File: config.mk
export PLATFORM = sky130hd
export DESIGN_NAME = sample_frame_tx
export DESIGN_NICKNAME = d
export VERILOG_FILES = /design/src/rtl/sample_frame_tx.sv
export SDC_FILE = /design/constraint.sdc
export NUM_CORES = 1
export LEC_CHECK = 0
export ABC_CLOCK_PERIOD_IN_PS = 8800
export CAP_MARGIN = 20
export CORE_MARGIN = 2
export CORE_UTILIZATION = 40
export CTS_BUF_LIST = sky130_fd_sc_hd__clkbuf_8
export DETAILED_ROUTE_END_ITERATION = 8
export DONT_BUFFER_PORTS = 1
export PLACE_DENSITY = 0.64
export SKIP_CTS_REPAIR_TIMING = 1
export SYNTH_ARGS = -nofsm -noshare
export SYNTH_HDL_FRONTEND = slang
export SYNTH_SLANG_ARGS = --single-unit
File: constraint.sdc
create_clock -name clk100 -period 8.8 [get_ports clk100]
set_input_delay 1.32 -clock clk100 [delete_from_list [all_inputs] [get_ports clk100]]
set_output_delay 1.32 -clock clk100 [all_outputs]
set_load 0.005 [all_outputs]
File: src/rtl/sample_frame_tx.sv
// Buffers sample words in a FIFO and sends each one as a framed byte packet over a UART handshake.
// Define FRAME_CHECKSUM_EN to append a two's-complement checksum byte to every frame.
module sample_frame_tx #(
   parameter int unsigned SAMPLE_W   = 22,
   parameter int unsigned FIFO_DEPTH = 8,
   parameter logic [7:0]  SYNC_BYTE  = 8'hAA
) (
   input  logic                          clk100,
   input  logic                          rst,
   input  logic                          sample_valid,
   input  logic [SAMPLE_W-1:0]           sample_data,
   input  logic                          tx_ready,
   output logic [7:0]                    tx_byte,
   output logic                          tx_en,
   output logic [$clog2(FIFO_DEPTH):0]   fifo_level,
   output logic                          overflow,
   output logic                          busy
);

   localparam int unsigned AW = $clog2(FIFO_DEPTH);
   localparam int unsigned LW = AW + 1;
   localparam logic [LW-1:0] DepthL = LW'(FIFO_DEPTH);

   typedef enum logic [2:0] {StIdle, StSync, StSeq, StD2, StD1, StD0, StCsum} state_e;

   state_e              state_q, state_d;
   logic                guard_q, guard_d;
   logic [23:0]         frame_q;
   logic [7:0]          seq_q, cnt_q;
   logic [7:0]          tx_byte_q, tx_byte_d;
   logic                tx_en_q, tx_en_d;
   logic                overflow_q;
   logic [LW-1:0]       level_q;
   logic [AW-1:0]       wr_ptr_q, rd_ptr_q;
   logic [SAMPLE_W-1:0] mem_q [FIFO_DEPTH];
   logic                push, pop, full;
   logic [7:0]          cur_byte;
   state_e              next_byte_state;

   assign full = (level_q == DepthL);
   assign push = sample_valid && !full;

`ifdef FRAME_CHECKSUM_EN
   logic [7:0] csum_sum, csum;
   assign csum_sum = seq_q + frame_q[23:16] + frame_q[15:8] + frame_q[7:0];
   assign csum     = 8'h00 - csum_sum;
`endif

   always_comb begin
      cur_byte        = SYNC_BYTE;
      next_byte_state = StIdle;
      unique case (state_q)
         StSync: begin cur_byte = SYNC_BYTE;      next_byte_state = StSeq; end
         StSeq:  begin cur_byte = seq_q;          next_byte_state = StD2;  end
         StD2:   begin cur_byte = frame_q[23:16]; next_byte_state = StD1;  end
         StD1:   begin cur_byte = frame_q[15:8];  next_byte_state = StD0;  end
`ifdef FRAME_CHECKSUM_EN
         StD0:   begin cur_byte = frame_q[7:0];   next_byte_state = StCsum; end
         StCsum: begin cur_byte = csum;           next_byte_state = StIdle; end
`else
         StD0:   begin cur_byte = frame_q[7:0];   next_byte_state = StIdle; end
`endif
         default: ;
      endcase
   end

   // Each byte state is a SEND phase (guard_q=0) followed by one GUARD cycle (guard_q=1).
   always_comb begin
      state_d   = state_q;
      guard_d   = guard_q;
      tx_byte_d = tx_byte_q;
      tx_en_d   = 1'b0;
      pop       = 1'b0;
      if (state_q == StIdle) begin
         if (level_q != '0 && tx_ready) begin
            pop     = 1'b1;
            state_d = StSync;
            guard_d = 1'b0;
         end
      end else if (guard_q) begin
         guard_d = 1'b0;
         state_d = next_byte_state;
      end else if (tx_ready) begin
         tx_en_d   = 1'b1;
         tx_byte_d = cur_byte;
         guard_d   = 1'b1;
      end
   end

   always_ff @(posedge clk100 or negedge rst) begin
      if (!rst) begin
         state_q    <= StIdle;
         guard_q    <= 1'b0;
         frame_q    <= '0;
         seq_q      <= '0;
         cnt_q      <= '0;
         tx_byte_q  <= '0;
         tx_en_q    <= 1'b0;
         overflow_q <= 1'b0;
         level_q    <= '0;
         wr_ptr_q   <= '0;
         rd_ptr_q   <= '0;
      end else begin
         state_q   <= state_d;
         guard_q   <= guard_d;
         tx_byte_q <= tx_byte_d;
         tx_en_q   <= tx_en_d;
         if (sample_valid && full) overflow_q <= 1'b1;
         if (push) wr_ptr_q <= wr_ptr_q + 1'b1;
         if (pop) begin
            rd_ptr_q <= rd_ptr_q + 1'b1;
            frame_q  <= 24'(mem_q[rd_ptr_q]);
            seq_q    <= cnt_q;
            cnt_q    <= cnt_q + 8'd1;
         end
         if (push && !pop)      level_q <= level_q + 1'b1;
         else if (pop && !push) level_q <= level_q - 1'b1;
      end
   end

   // Storage needs no reset: only entries below level_q are ever read.
   always_ff @(posedge clk100) begin
      if (push) mem_q[wr_ptr_q] <= sample_data;
   end

   assign tx_byte    = tx_byte_q;
   assign tx_en      = tx_en_q;
   assign fifo_level = level_q;
   assign overflow   = overflow_q;
   assign busy       = (state_q != StIdle) || (level_q != '0);

endmodule
Yosys cells after proc, flatten, opt, wreduce, memory -nomap -nowiden
Memories as Yosys holds them, arrays and structs flattened. A register that Yosys moved wholly into a read port is not among the register bits.
Cells that the tools add are included.
{ "word_totals": {"reg_bits": 40, "mem_bits_rw": 176, "output_inout_bits": 15, "elab_cells": 58, "mem_count": 1} }
{ "op_classes": {"n_addsub": 5, "n_eq_ne": 7, "mux": 16, "bitwise": 2, "reduce_logical": 17} }
{ "mem_list": {"columns": ["memory", "words", "word_bits", "read_ports", "rd_clocked_by_memory_dff", "wr", "line_no", "source"], "rows": [
  ["mem_q", 8, 22, 1, 1, 1, "35", "logic [SAMPLE_W-1:0] mem_q [FIFO_DEPTH];"]
]} }
{ "op_table": {"columns": ["op", "count"], "rows": [
  ["case mux 8 bit (4 select lines)", 1],
  ["case mux 3 bit (4 select lines)", 1],
  ["2-to-1 mux 1 bit", 9],
  ["2-to-1 mux 3 bit", 3],
  ["adder 8 x 1 -> 8 bit (second input constant)", 1],
  ["2-to-1 mux 4 bit", 2],
  ["adder 3 x 1 -> 3 bit (second input constant)", 2],
  ["equality test 3 x 2 -> 1 bit (second input constant)", 2],
  ["equality test 3 bit (second input constant)", 2],
  ["logical AND 1 bit", 5],
  ["adder 4 x 1 -> 4 bit (second input constant)", 1],
  ["equality test 4 bit (second input constant)", 1],
  ["logical NOT 1 bit", 4],
  ["nonzero test 2 bit", 2],
  ["nonzero test 4 bit", 1],
  ["subtractor 4 x 1 -> 4 bit (second input constant)", 1],
  ["equality test 3 x 1 -> 1 bit (second input constant)", 1],
  ["logical NOT 3 bit", 1],
  ["AND reduction 3 bit", 1],
  ["nonzero test 3 bit", 1],
  ["inequality test 2 x 1 -> 1 bit (second input constant)", 1],
  ["inverter 1 bit", 2],
  ["AND reduction 2 bit", 1],
  ["logical OR 1 bit", 1]
]} }

Depth between registers and ports, before layout
Gate-level depths: netlist (run 1).
{ "logic_depth": {"word_depth": 7, "mapped_depth": 12, "depth_no_buf": 10} }

Worst setup path after synthesis (run 1)
OpenSTA, ideal clock, no wires.
{ "synth_timing": {"path_type": "in2reg", "start": "input sample_valid", "end": "memory mem_q[1][0] (enable)", "setup_time_ns": 0.429, "arrival_ns": 3.394, "required_ns": 8.371, "setup_slack_ns": 4.978, "stages": 3, "n_path_buf": 0, "path_cell_list": "a21boi_1 nand2_1 nor3_1"} }
{ "synth_between": {"elab_chain_len": 3} }
{ "synth_lines": {"columns": ["item", "line_no", "source"], "rows": [
  ["from (decl)", "10", "input logic sample_valid,"],
  ["logical AND 1 bit", "41", "assign push = sample_valid && !full;"],
  ["2-to-1 mux 1 bit", "123", "if (push) mem_q[wr_ptr_q] <= sample_data;"],
  ["2-to-1 mux 1 bit (implied by the code)", "123", null],
  ["to (decl)", "35", null]
]} }
No other way between the ends.

Worst setup path after layout (run 1)
{ "layout_timing": {"start": "register state_q[0]", "end": "register level_q[3], in the netlist fifo_level[3]"} }
{ "layout_between": {"elab_chain_len": 5} }
{ "layout_lines": {"columns": ["item", "line_no", "source"], "rows": [
  ["from (decl)", "26", "state_e state_q, state_d;"],
  ["from (signal assigned)", "92", "state_q <= StIdle;"],
  ["from (signal assigned)", "104", "state_q <= state_d;"],
  ["logical NOT 3 bit *", "74", "if (state_q == StIdle) begin"],
  ["2-to-1 mux 1 bit *", "74", null],
  ["logical NOT 1 bit", "116", "if (push && !pop) level_q <= level_q + 1'b1;"],
  ["logical AND 1 bit", "116", null],
  ["2-to-1 mux 4 bit or nonzero test 2 bit (tied branches)", null, null],
  ["to (signal assigned)", "116", null],
  ["to (signal assigned)", "117", "else if (pop && !push) level_q <= level_q - 1'b1;"],
  ["to (decl)", "33", "logic [LW-1:0] level_q;"]
]} }
Every way passes the cells marked *; elsewhere a longest branch is shown, timed or not.
A chain may end at the register's enable or synchronous reset.

==> reports/summary.md, run 1 <==
The flow ran to the end, and the final reports show no timing, DRC or antenna violations. The mean area per synthesized cell is 18.0 µm². The synthesized design spends more area on one cell type than any other, namely edfxtp_1. The kind of start point of the critical path is a flop. The final setup slack of the worst path is 4850 ps, and the clock tree buffer depth is 3. The number of top-level design ports is 41.

The routed via count was 4574; the top achievable clock speed was 253 MHz. For this design, the slowest cell found on the critical path is nor4_4. The floorplan step set the die width to 157 µm. The worst IR drop on VDD is 0.000144 V. The floorplan step defined a die boundary enclosing 24700 µm². For this design, the sink count on the clock tree is 238. The sequential group share of total power is 48.2%. The cell class contributing the biggest share of worst-path delay is simple AND/OR/NAND/NOR gates.

From synthesis to final layout, the design area changed by 11.6%. Data arrives at the worst endpoint at 4350 ps. Once the floorplan was initialized, standard cells occupied 40.4% of the core. The switching share of total power is 31.6%. The weighted congestion reported at the end of routability-driven placement was 0.763. Yosys attributes the largest share of cell area to edfxtp_1 56%, dfrtp_1 17%, mux4_2 11%. Overall power consumption after layout is estimated at 3.42 mW. Traced cell by cell, the critical path runs through nor4_4 -> inv_2 -> ha_1 -> inv_1 -> ha_1 -> a21o_1 -> a2111oi_0 -> o31ai_1. The share of final-layout standard cells stronger than drive strength 1 came out at 21.2%. The vertical die dimension is 157 µm, and the clock slew seen by the registers of the worst setup and hold paths is 60 ps. The number of antenna diodes in the final layout is 0. For the number of H-tree levels, the log shows 2. The vias per cell works out to 5.13. Counting distinct cell types in the post-synthesis netlist gives 46.

The critical path is of the flop to flop type. The DRC violation count after routing is 0, and the cell area after placement is 9730 µm². Summed over all layers, the global routing overflow is 0. For hold timing, the worst endpoint is cnt_q[7]$_DFFE_PN0P_.

Row generation in the floorplan step produced 56 rows. In the final layout, flip-flops and latches occupy 6840 µm². For the worst-case headroom to the max-slew limit, the log shows 36.3%. The later pin in the worst-skew pair is clocked with a latency of 530 ps. Summing the sequential cell areas from Yosys gives 72.8% of the chip area. Worst reg-to-reg setup slack: 4850 ps. The worst setup path is captured at a flop. The area share of the largest cell type after synthesis is 56.3%.

For the half-perimeter wire length of the detailed placement result, the log shows 10100 µm. At the end of the flow the core is filled with cells to 45.1%. The routed wire length is 17900 µm, and the final critical-path share of the clock period is 44.9%. The most common flop cell mapped by yosys was edfxtp_1. The CTS root buffer was clkbuf_8.

The cell area that synthesis handed to floorplanning was 9390 µm². For the pin with the worst max-slew slack, the measured transition is 956 ps. The number of clock buffers added by TritonCTS is 40. The count of endpoints failing setup in the final report came out at 0. For this run, the detailed router's first-pass iteration total came to 4. The power per standard cell area is 326 nW/µm².

The run gives 0 as the count of final max-slew check failures. For the number of global-route vias before repair, the log shows 4858. For this run, the total global-route usage over all layers was measured as 15.1%. Counting I/O delays and the setup requirement, the final critical path takes 3950 ps.

The maximum fanout count along the critical path was 57. The synthesis-stage register bit count was 238; the maximum number of pins on one net before global-route repair was 63. The synthesis warning total was 0.

Synthesis produced a netlist whose cell count is 523. After the first detailed-routing iteration, the DRC count stood at 300. In this run the worst hold path is classified as flop to flop. Standard cell core area: 23300 µm².

TritonCTS built the clock tree. At the placement stage, the worst setup path has a slack of 4390 ps. By instance count, the cell type seen most on the critical path is ha_1. STA puts the critical path data required time at 9200 ps. The tools report the end of the worst register-to-register path as fifo_level[3]$_DFFE_PN0P_. Buffers placed on the I/O ports in this run total 0. The initial antenna violation count is 0.

For the net count after synthesis, the log shows 556. In this run the remaining antenna-violating nets after routing total 0. For the proportion of power drawn by combinational gates, the log shows 25.3%.

The first global-routing pass estimated 27700 µm of wire. Counting cells, the worst reg-to-reg path comes to 8. The analysis attributes to net switching a power of 1.08 mW. After synthesis, the most frequently instantiated cells are 176 x edfxtp_1, 67 x nand2_1, 62 x dfrtp_1. The largest single stage delay on the critical path is 880 ps.

Max-cap violations in this run came to 0. In the post-synthesis netlist, the cell with the most instances is edfxtp_1. The count of flip-flops with a built-in enable after synthesis works out to 176. The tools report the source of the worst hold timing path as cnt_q[7]$_DFFE_PN0P_. Multi-input combinational cell area: 2430 µm². The number of endpoints with negative hold slack in the final report was 0; the hold path depth was 1.

Setup repair after global routing left no endpoint under its margin. Per report_power, the clock group accounts for 26.5% of the total. Cell internal power was estimated by the tool at 2.34 mW.

In the synthesized netlist the async set-or-reset flop fraction comes to 26.1%. For the final routed database, the setup TNS stands at 0 ps. Once layout is done, the placed cells without fillers occupy 10500 µm². At the end of the flow, the number of nets in the layout was 576.

In this run the static leakage power is 3.73 nW. The startpoint identified for the worst register-to-register timing path is state_q[0]$_DFFE_PN0P_. The layout has 2050 filler cells.

Between clock sinks in the finished design, the worst skew comes to 15.7 ps. The final routed wire length divided by cell count was 20.1 µm; the number of buffers and inverters on the critical path was 2.
-- area by class of cell --
type                            instances  area share [%]
Clock buffer                           46            6.04
Clock inverter                         25            1.11
Inverter                                5           0.203
Multi-Input combinational cell        254            23.2
Sequential cell                       238            65.2
Tap cell                              319            3.81
Timing Repair Buffer                    4           0.406
-- worst register-to-register path, cell delays in order (launching register included) --
cell	delay [ps]
dfrtp_1	730
nor4_4	880
inv_2	610
ha_1	420
inv_1	160
ha_1	270
a21o_1	220
a2111oi_0	400
o31ai_1	140
-- cells in the final DEF, fill, tap and decap left out, types with 3 or more instances in the layout --
cell type,n
o21ai_0,9
dfrtp_2,3
mux2i_1,33
clkinv_1,6
clkinv_2,3
nand2_1,67
edfxtp_1,176
o21a_1,3
and3_1,4
a21o_1,3
xnor2_1,12
nor2_4,6
mux4_2,44
a221oi_1,4
inv_1,16
o21ai_1,19
clkbuf_8,46
buf_4,3
ha_1,6
o221ai_1,3
dfrtp_1,59
nor3_2,3
nor2b_1,3
mux2_2,4
nor3_1,4
a21oi_1,3
nand2b_1,5
-- per-stage QoR --
step / hold slack [ps] / std cells
floorplan: 444 / 523
global placement: 458 / 819
detailed placement: 462 / 820
CTS: 445 / 891
global route: 448 / 891
finish: 474 / 891
-- routing by layer --
metal  track usage [%]  vias up  wire [µm]
met3              3.83       32       1090
li1                  -     2071          -
met2              26.7      119       9240
met5                 0        -          0
met4              4.55        0        329
met1              18.4     2352       7280
-- worst max path at each step --
stage,from,endpoint,slack [ps],cells after the start
2_1_floorplan,sample_valid,mem_q[1][0]$_DFFE_PP_,4980,3
3_3_place_gp,tx_ready,fifo_level[3]$_DFFE_PN0P_,4490,9
3_5_place_dp,tx_ready,fifo_level[3]$_DFFE_PN0P_,4390,9
4_1_cts,state_q[0]$_DFFE_PN0P_,fifo_level[3]$_DFFE_PN0P_,4890,8
5_1_grt,state_q[0]$_DFFE_PN0P_,fifo_level[3]$_DFFE_PN0P_,4470,8
6_report,state_q[0]$_DFFE_PN0P_,fifo_level[3]$_DFFE_PN0P_,4850,8
-- registers in the layout (all words and copies together) (netlist names), 2 cells and up, named ones only --
| register | cells |
|---|---|
| mem_q | 176 |
| seq_q | 8 |
| fifo_level | 4 |
| wr_ptr_q | 3 |
| rd_ptr_q | 3 |
| state_q | 2 |
| cnt_q | 8 |
| tx_byte | 8 |
| frame_q | 22 |
-- cells by family after synthesis --
family                     Yosys count  share of synthesized area, %
DFF                                238                          72.8
xor gates and xnor gates            13                          1.21
muxes                               81                          14.5
adders and majority gates            7                          1.01
and+or+nand+nor                     98                          4.73
buffers and inverters               31                          1.91
AOI/OAI and AO/OA                   55                          3.80
-- power groups by stage --
stage / sequential [mW] / clock [mW] / combinational, mW
2_1_floorplan: 1.56 / 0 / 0.733
3_3_place_gp: 1.69 / 0 / 0.819
3_5_place_dp: 1.67 / 0 / 0.883
4_1_cts: 1.65 / 0.932 / 0.884
5_1_grt: 1.68 / 0.975 / 0.955
6_report: 1.65 / 0.906 / 0.865
Power figures use the tool's default switching activity.
==> run 2, diff against run 1 <==
- ABC_CLOCK_PERIOD_IN_PS: 8800 -> 3400
- PLACE_DENSITY: 0.64 -> 0.66
- clock period: 8.8 -> 3.4 ns (I/O delays scaled with it)
==> reports/summary.md, run 2 (same netlist as run 1, synthesis figures left out) <==
More flip-flops sit in one register than any other, and that register is mem_q. The hold path depth is 0 (-1). The run gives 4898 (+0.82%) as the number of global-route vias before repair.

The number of search-and-repair iterations in the first detailed-routing pass is 4 (unchanged), and the final antenna-violating net count is 0 (unchanged). The clock latency reported for the late side of the worst-skew pair is 540 ps (about the same). Vertical die dimension: 157 µm (unchanged).

The width of the die was 157 µm (unchanged). In the layout the commonest cells are 176 x edfxtp_1, 67 x nand2_1, 60 x dfrtp_1. Setup repair after global routing left no endpoint under its margin. Number of sinks on the clock net: 238 (unchanged). Maximum fanout count along the critical path: 19 (-67%).

The tools report the routed wire length as 17600 µm (-1.7%). The count of endpoints failing setup in the final report was 0 (unchanged). The count of port buffers added during placement came out at 0 (unchanged). Most common cell after layout, fill and taps aside: edfxtp_1.

The number of cells on the worst reg-to-reg path is 9 (+1), and the max-cap violation count is 0 (unchanged). The number of flip-flops under the largest register name came out at 176 (unchanged). The path type of the worst setup path is flop to flop.

The worst-case headroom to the max-slew limit is 39.0% (+2.7 points). The total power draw was 8.74 mW (+160%); the number of top-level design ports was 41 (unchanged). The run gives 6.01 mW (+160%) as the design internal power.

The cell total after placement is 831 (+1.3%), and the number of design-rule violations left by the first detailed-router iteration is 344 (+15%). The power per standard cell area works out to 831 nW/µm² (+150%). The post-route minimum period was 3040 ps (-906 ps). The switching share of total power is 31.2% (-0.34 points), and the measured slew at the worst slew-check pin is 909 ps (-47.3 ps). The count of final max-slew check failures is 0 (unchanged).

The total congestion overflow came out at 0 (unchanged). Final critical-path share of the clock period: 89.4% (+45 points). The clock slew seen by the registers of the worst setup and hold paths works out to 60 ps (about the same). The tools report the count of nets after finishing as 587 (+1.9%).

The logs give 25.4% (-1.1 points) for the portion of total power attributed to the clock network and 27.4% (+2.1 points) for the proportion of power drawn by combinational gates. The diode insertion count for antenna repair came out at 0 (unchanged). The share of final-layout standard cells stronger than drive strength 1 was 22.3% (+1.2 points); the final setup slack of the worst path was 359 ps (-4490 ps). The cell area after layout was 10500 µm² (+0.37%); the clock tree buffer depth was 3 (unchanged). The required time of the worst setup path is 3800 ps (-5400 ps), and the vias per cell is 5.13 (-0.10%). The top achievable clock speed came out at 329 MHz (+30%). The sequential group share of total power was 47.3% (-0.9 points); the reported net switching power was 2.73 mW (+150%).

The run finished with clean final reports. The number of H-tree levels was 2 (unchanged); the initial cell density of the core was 40.4% (unchanged). The run gives 3.78 nW (+1.3%) as the leakage power summed over all cells.

The tools report the critical path endpoint category as a flop. The run gives 38 (-5.0%) as the TritonCTS buffer count. In the final layout, the registers with the most flip-flops are mem_q: 176 flops, frame_q: 22 flops. The path class of the tightest hold or removal check is input port to flop.

The area overhead of the layout relative to synthesis was 12.0%. The arrival time of data at the critical path endpoint was 3440 ps (-910 ps). The maximum number of pins on one net before global-route repair was 63 (unchanged). The run gives 11200 µm (+11%) as the half-perimeter wire length of the detailed placement result. The setup TNS after final layout is 0 ps (unchanged), and the worst IR drop on VDD is 0.000365 V (+150%). The cell sitting at the root of the clock tree is a clkbuf_8. The standard cell core area came out at 23300 µm² (unchanged).

The worst setup path is launched from a flop. The logs give 4600 (+0.57%) for the routed via count and 0 (unchanged) for the initial antenna violation count. The run gives 14.8% (-0.38 points) as the overall routing resource usage. The logs give 0.757 (-0.75%) for the weighted congestion reported at the end of routability-driven placement and 24.8 ps (+9.09 ps) for the setup skew after layout. Wire length of the first global-routing pass: 27500 µm (-0.65%).

TritonCTS built the clock tree. The area of the die was 24700 µm² (unchanged); the DRC violation count after routing was 0 (unchanged). The total number of placement rows was 56 (unchanged). Minimum hold slack: 62.5 ps (-411 ps). The number of endpoints with negative hold slack in the final report is 0 (unchanged), and the final routed wire length divided by cell count is 19.7 µm (-2.4%). For the worst-case setup slack after placement, the log shows 349 ps (-4050 ps). The tools report the utilization of the core after routing as 45.2% (+0.17 points). The tools report the non-filler instance count after layout as 897 (+0.67%).

For the cell area after placement, the log shows 9800 µm² (+0.66%).
## run 2: changes by cell type in the layout (fill, tap and decap cells not counted), moves of 3 or more
cell      delta
buf_4       +10
nor2_2       +6
clkbuf_8     -3
clkinv_1     -5
nor2_4       -6
## run 2: cell type report
cell class	instances	area, µm²
Clock inverter	21	95.1
Fill cell	1973	12700
Inverter	5	21.3
Sequential cell	238	6840
Clock buffer	43	592
Tap cell	319	399
Timing Repair Buffer	17	175
Multi-Input combinational cell	254	2400
## run 2: worst paths after layout
check | to | slack [ps] | startpoint
worst max-delay path | fifo_level[3]$_DFFE_PN0P_ | 360 | fifo_level[0]$_DFFE_PN0P_
worst min-delay path | mem_q[5][2]$_DFFE_PP_ | 60 | sample_data[2]
worst max register to register | fifo_level[3]$_DFFE_PN0P_ | 360 | fifo_level[0]$_DFFE_PN0P_
worst min register to register | frame_q[7]$_DFFE_PN0P_ | 480 | frame_q[7]$_DFFE_PN0P_
max in group asynchronous | frame_q[18]$_DFFE_PN0P_ | 2620 | rst
min in group asynchronous | fifo_level[2]$_DFFE_PN0P_ | 510 | rst
## run 2: power by group through the flow
| stage | Combinational [mW] | Sequential [mW] | Clock (mW) |
|---|---|---|---|
| finish | 2.39 | 4.13 | 2.22 |
| global route | 2.64 | 4.20 | 2.41 |
| CTS | 2.42 | 4.14 | 2.28 |
| detailed placement | 2.42 | 4.20 | 0 |
| global placement | 2.27 | 4.23 | 0 |
| floorplan | 1.90 | 4.04 | 0 |
## run 2: worst max-delay path: stages, from the launching register on
cell,delay (ps)
dfrtp_1,500
o41ai_2,170
nor4_4,700
inv_2,80
ha_1,250
inv_1,170
ha_1,270
a21o_1,200
a2111oi_0,410
o31ai_1,160
## run 2: layer usage
layer	GRT usage [%]	wire (µm)	vias to the layer above
met4	5.02	370	0
li1	-	-	2087
met1	20.0	7660	2342
met3	4.02	1290	30
met2	23.1	8320	141
met5	0	0	-
==> run 3, diff against run 2 <==
- PLACE_DENSITY: 0.66 -> unset
==> reports/summary.md, run 3 (same netlist as run 1, synthesis figures left out) <==
From synthesis to final layout, the design area changed by 12.4%. The number of sinks on the clock net is 238 (unchanged). The run finished with clean final reports. The count of final max-slew check failures came out at 0 (unchanged). The logs give 63 (unchanged) for the maximum number of pins on one net before global-route repair and 0.789 (+4.2%) for the weighted congestion reported at the end of routability-driven placement. The tools report the top achievable clock speed as 320 MHz (-2.7%). The worst-case headroom to the max-slew limit is 38.4% (-0.51 points), and the routed wire length is 18100 µm (+2.8%). Maximum fanout count along the critical path: 19 (unchanged). The number of design-rule violations left by the first detailed-router iteration was 382 (+11%); the share of final-layout standard cells stronger than drive strength 1 was 22.2% (-0.15 points). The initial cell density of the core was 40.4% (unchanged); the count of nets after finishing was 588 (+0.17%). The routed via count was 4605 (+0.11%); the number of search-and-repair iterations in the first detailed-routing pass was 4 (unchanged). The count of endpoints failing setup in the final report came out at 0 (unchanged). The run gives 8.87 mW (+1.5%) as the total power draw. The run gives 0 (unchanged) as the number of endpoints with negative hold slack in the final report. In this run the worst hold path is classified as input port to flop. For the non-filler instance count after layout, the log shows 901 (+0.45%). The vertical die dimension was 157 µm (unchanged); the DRC violation count after routing was 0 (unchanged). The wire length of the first global-routing pass was 28200 µm (+2.5%); the worst reg-to-reg setup slack was 270 ps (-90 ps). The count of port buffers added during placement was 0 (unchanged); the final antenna-violating net count was 0 (unchanged).

The tools report the CTS root buffer as clkbuf_8. The total number of placement rows was 56 (unchanged). The max-cap violation count is 0 (unchanged). The cell total after placement came out at 831 (unchanged).

The TritonCTS buffer count is 39 (+2.6%), and the final routed wire length divided by cell count is 20.1 µm (+2.3%). Walking the worst path, the cells encountered are o41ai_2 -> nor4_4 -> inv_2 -> ha_1 -> inv_1 -> ha_1 -> a21o_1 -> a2111oi_0 -> o31ai_1. The clock tree buffer depth is 3 (unchanged). The number of flip-flops under the largest register name is 176 (unchanged), and the clock slew seen by the registers of the worst setup and hold paths is 60 ps (about the same). The number of H-tree levels was 2 (unchanged).

Setup repair after global routing left no endpoint under its margin. The width of the die is 157 µm (unchanged), and the power per standard cell area is 841 nW/µm² (+1.1%). Slowest stage cell on the critical path: nor4_4. The top cell types in the final layout, fill and taps aside, are 176 x edfxtp_1, 67 x nand2_1, 60 x dfrtp_1.

The biggest cell delay along the critical path works out to 710 ps (about the same). STA classifies the critical path endpoint as a flop. The cell class contributing the biggest share of worst-path delay is compound AO/OA/AOI/OAI gates. The area of the die is 24700 µm² (unchanged), and the required time of the worst setup path is 3790 ps (about the same). For the overall routing resource usage, the log shows 15.3% (+0.54 points). The final critical-path share of the clock period works out to 92.0% (+2.5 points). The minimum hold slack is 61.5 ps (-0.985 ps).

The initial antenna violation count was 0 (unchanged). STA classifies the critical path startpoint as a flop. The leakage power summed over all cells was 3.80 nW (+0.59%). The arrival time of data at the critical path endpoint is 3520 ps (+80 ps). The number of top-level design ports is 41 (unchanged). For the setup TNS after final layout, the log shows 0 ps (unchanged).

TritonCTS built the clock tree. The standard cell core area is 23300 µm² (unchanged), and the measured slew at the worst slew-check pin is 916 ps (+7.58 ps). Number of buffers and inverters on the critical path: 2 (unchanged). Worst IR drop on VDD: 0.000367 V (+0.44%). The largest registers in the layout are mem_q: 176 flops, frame_q: 22 flops.

Most common cell after layout, fill and taps aside: edfxtp_1. The number of global-route vias before repair was 4846 (-1.1%); the half-perimeter wire length of the detailed placement result was 11200 µm (-0.23%). The most used cell along the critical path is ha_1.

The post-route minimum period came out at 3130 ps (+86.0 ps). More flip-flops sit in one register than any other, and that register is mem_q. The logs give 0 (unchanged) for the total congestion overflow and 530 ps (about the same) for the clock latency reported for the late side of the worst-skew pair.

The setup skew after layout was 26.9 ps (+2.14 ps); the diode insertion count for antenna repair was 0 (unchanged). The worst setup path is of the flop to flop kind. The vias per cell works out to 5.11 (-0.34%).
-- run 3: report_power, final --
part | total, mW | internal (mW) | switching [mW] | leakage, nW
logic | 2.36 | 1.08 | 1.28 | 0.991
clock network | 2.34 | 1.27 | 1.07 | 0.433
registers | 4.18 | 3.76 | 0.413 | 2.38
total | 8.87 | 6.11 | 2.76 | 3.80
-- run 3: stage by stage --
| stage | instance area [µm²] | util [%] | worst slack [ps] |
|---|---|---|---|
| 6_report | 10600 | 45.4 | 273 |
| 5_1_grt | 10600 | 45.4 | 26.8 |
| 2_1_floorplan | 9390 | - | 314 |
| 4_1_cts | 10500 | 45.2 | 267 |
| 3_5_place_dp | 9790 | 42.1 | 305 |
| 3_3_place_gp | 9790 | 42.1 | 406 |
-- run 3: path summary, 6_finish.rpt --
kind	cells past startpoint	end	from
hold reg to reg	2	frame_q[7]$_DFFE_PN0P_	frame_q[7]$_DFFE_PN0P_
setup reg to reg	9	fifo_level[3]$_DFFE_PN0P_	fifo_level[0]$_DFFE_PN0P_
setup / recovery	9	fifo_level[3]$_DFFE_PN0P_	fifo_level[0]$_DFFE_PN0P_
max in group asynchronous	2	wr_ptr_q[0]$_DFFE_PN0P_	rst
min in group asynchronous	2	fifo_level[0]$_DFFE_PN0P_	rst
hold / removal	0	mem_q[6][9]$_DFFE_PP_	sample_data[9]
-- run 3: area by class of cell --
type                            instances  area, µm²
Multi-Input combinational cell        254       2400
Tap cell                              319        399
Clock inverter                         27        168
Timing Repair Buffer                   17        163
Fill cell                            2037      12700
Inverter                                5       21.3
Clock buffer                           41        564
Sequential cell                       238       6840
-- run 3: routing by layer --
layer | up-vias | wire length, µm | global-route usage, %
met4 | 0 | 466 | 5.76
met1 | 2361 | 8140 | 20.6
met3 | 38 | 899 | 3.61
met5 | - | 0 | 0
met2 | 106 | 8620 | 24.3
li1 | 2100 | - | -
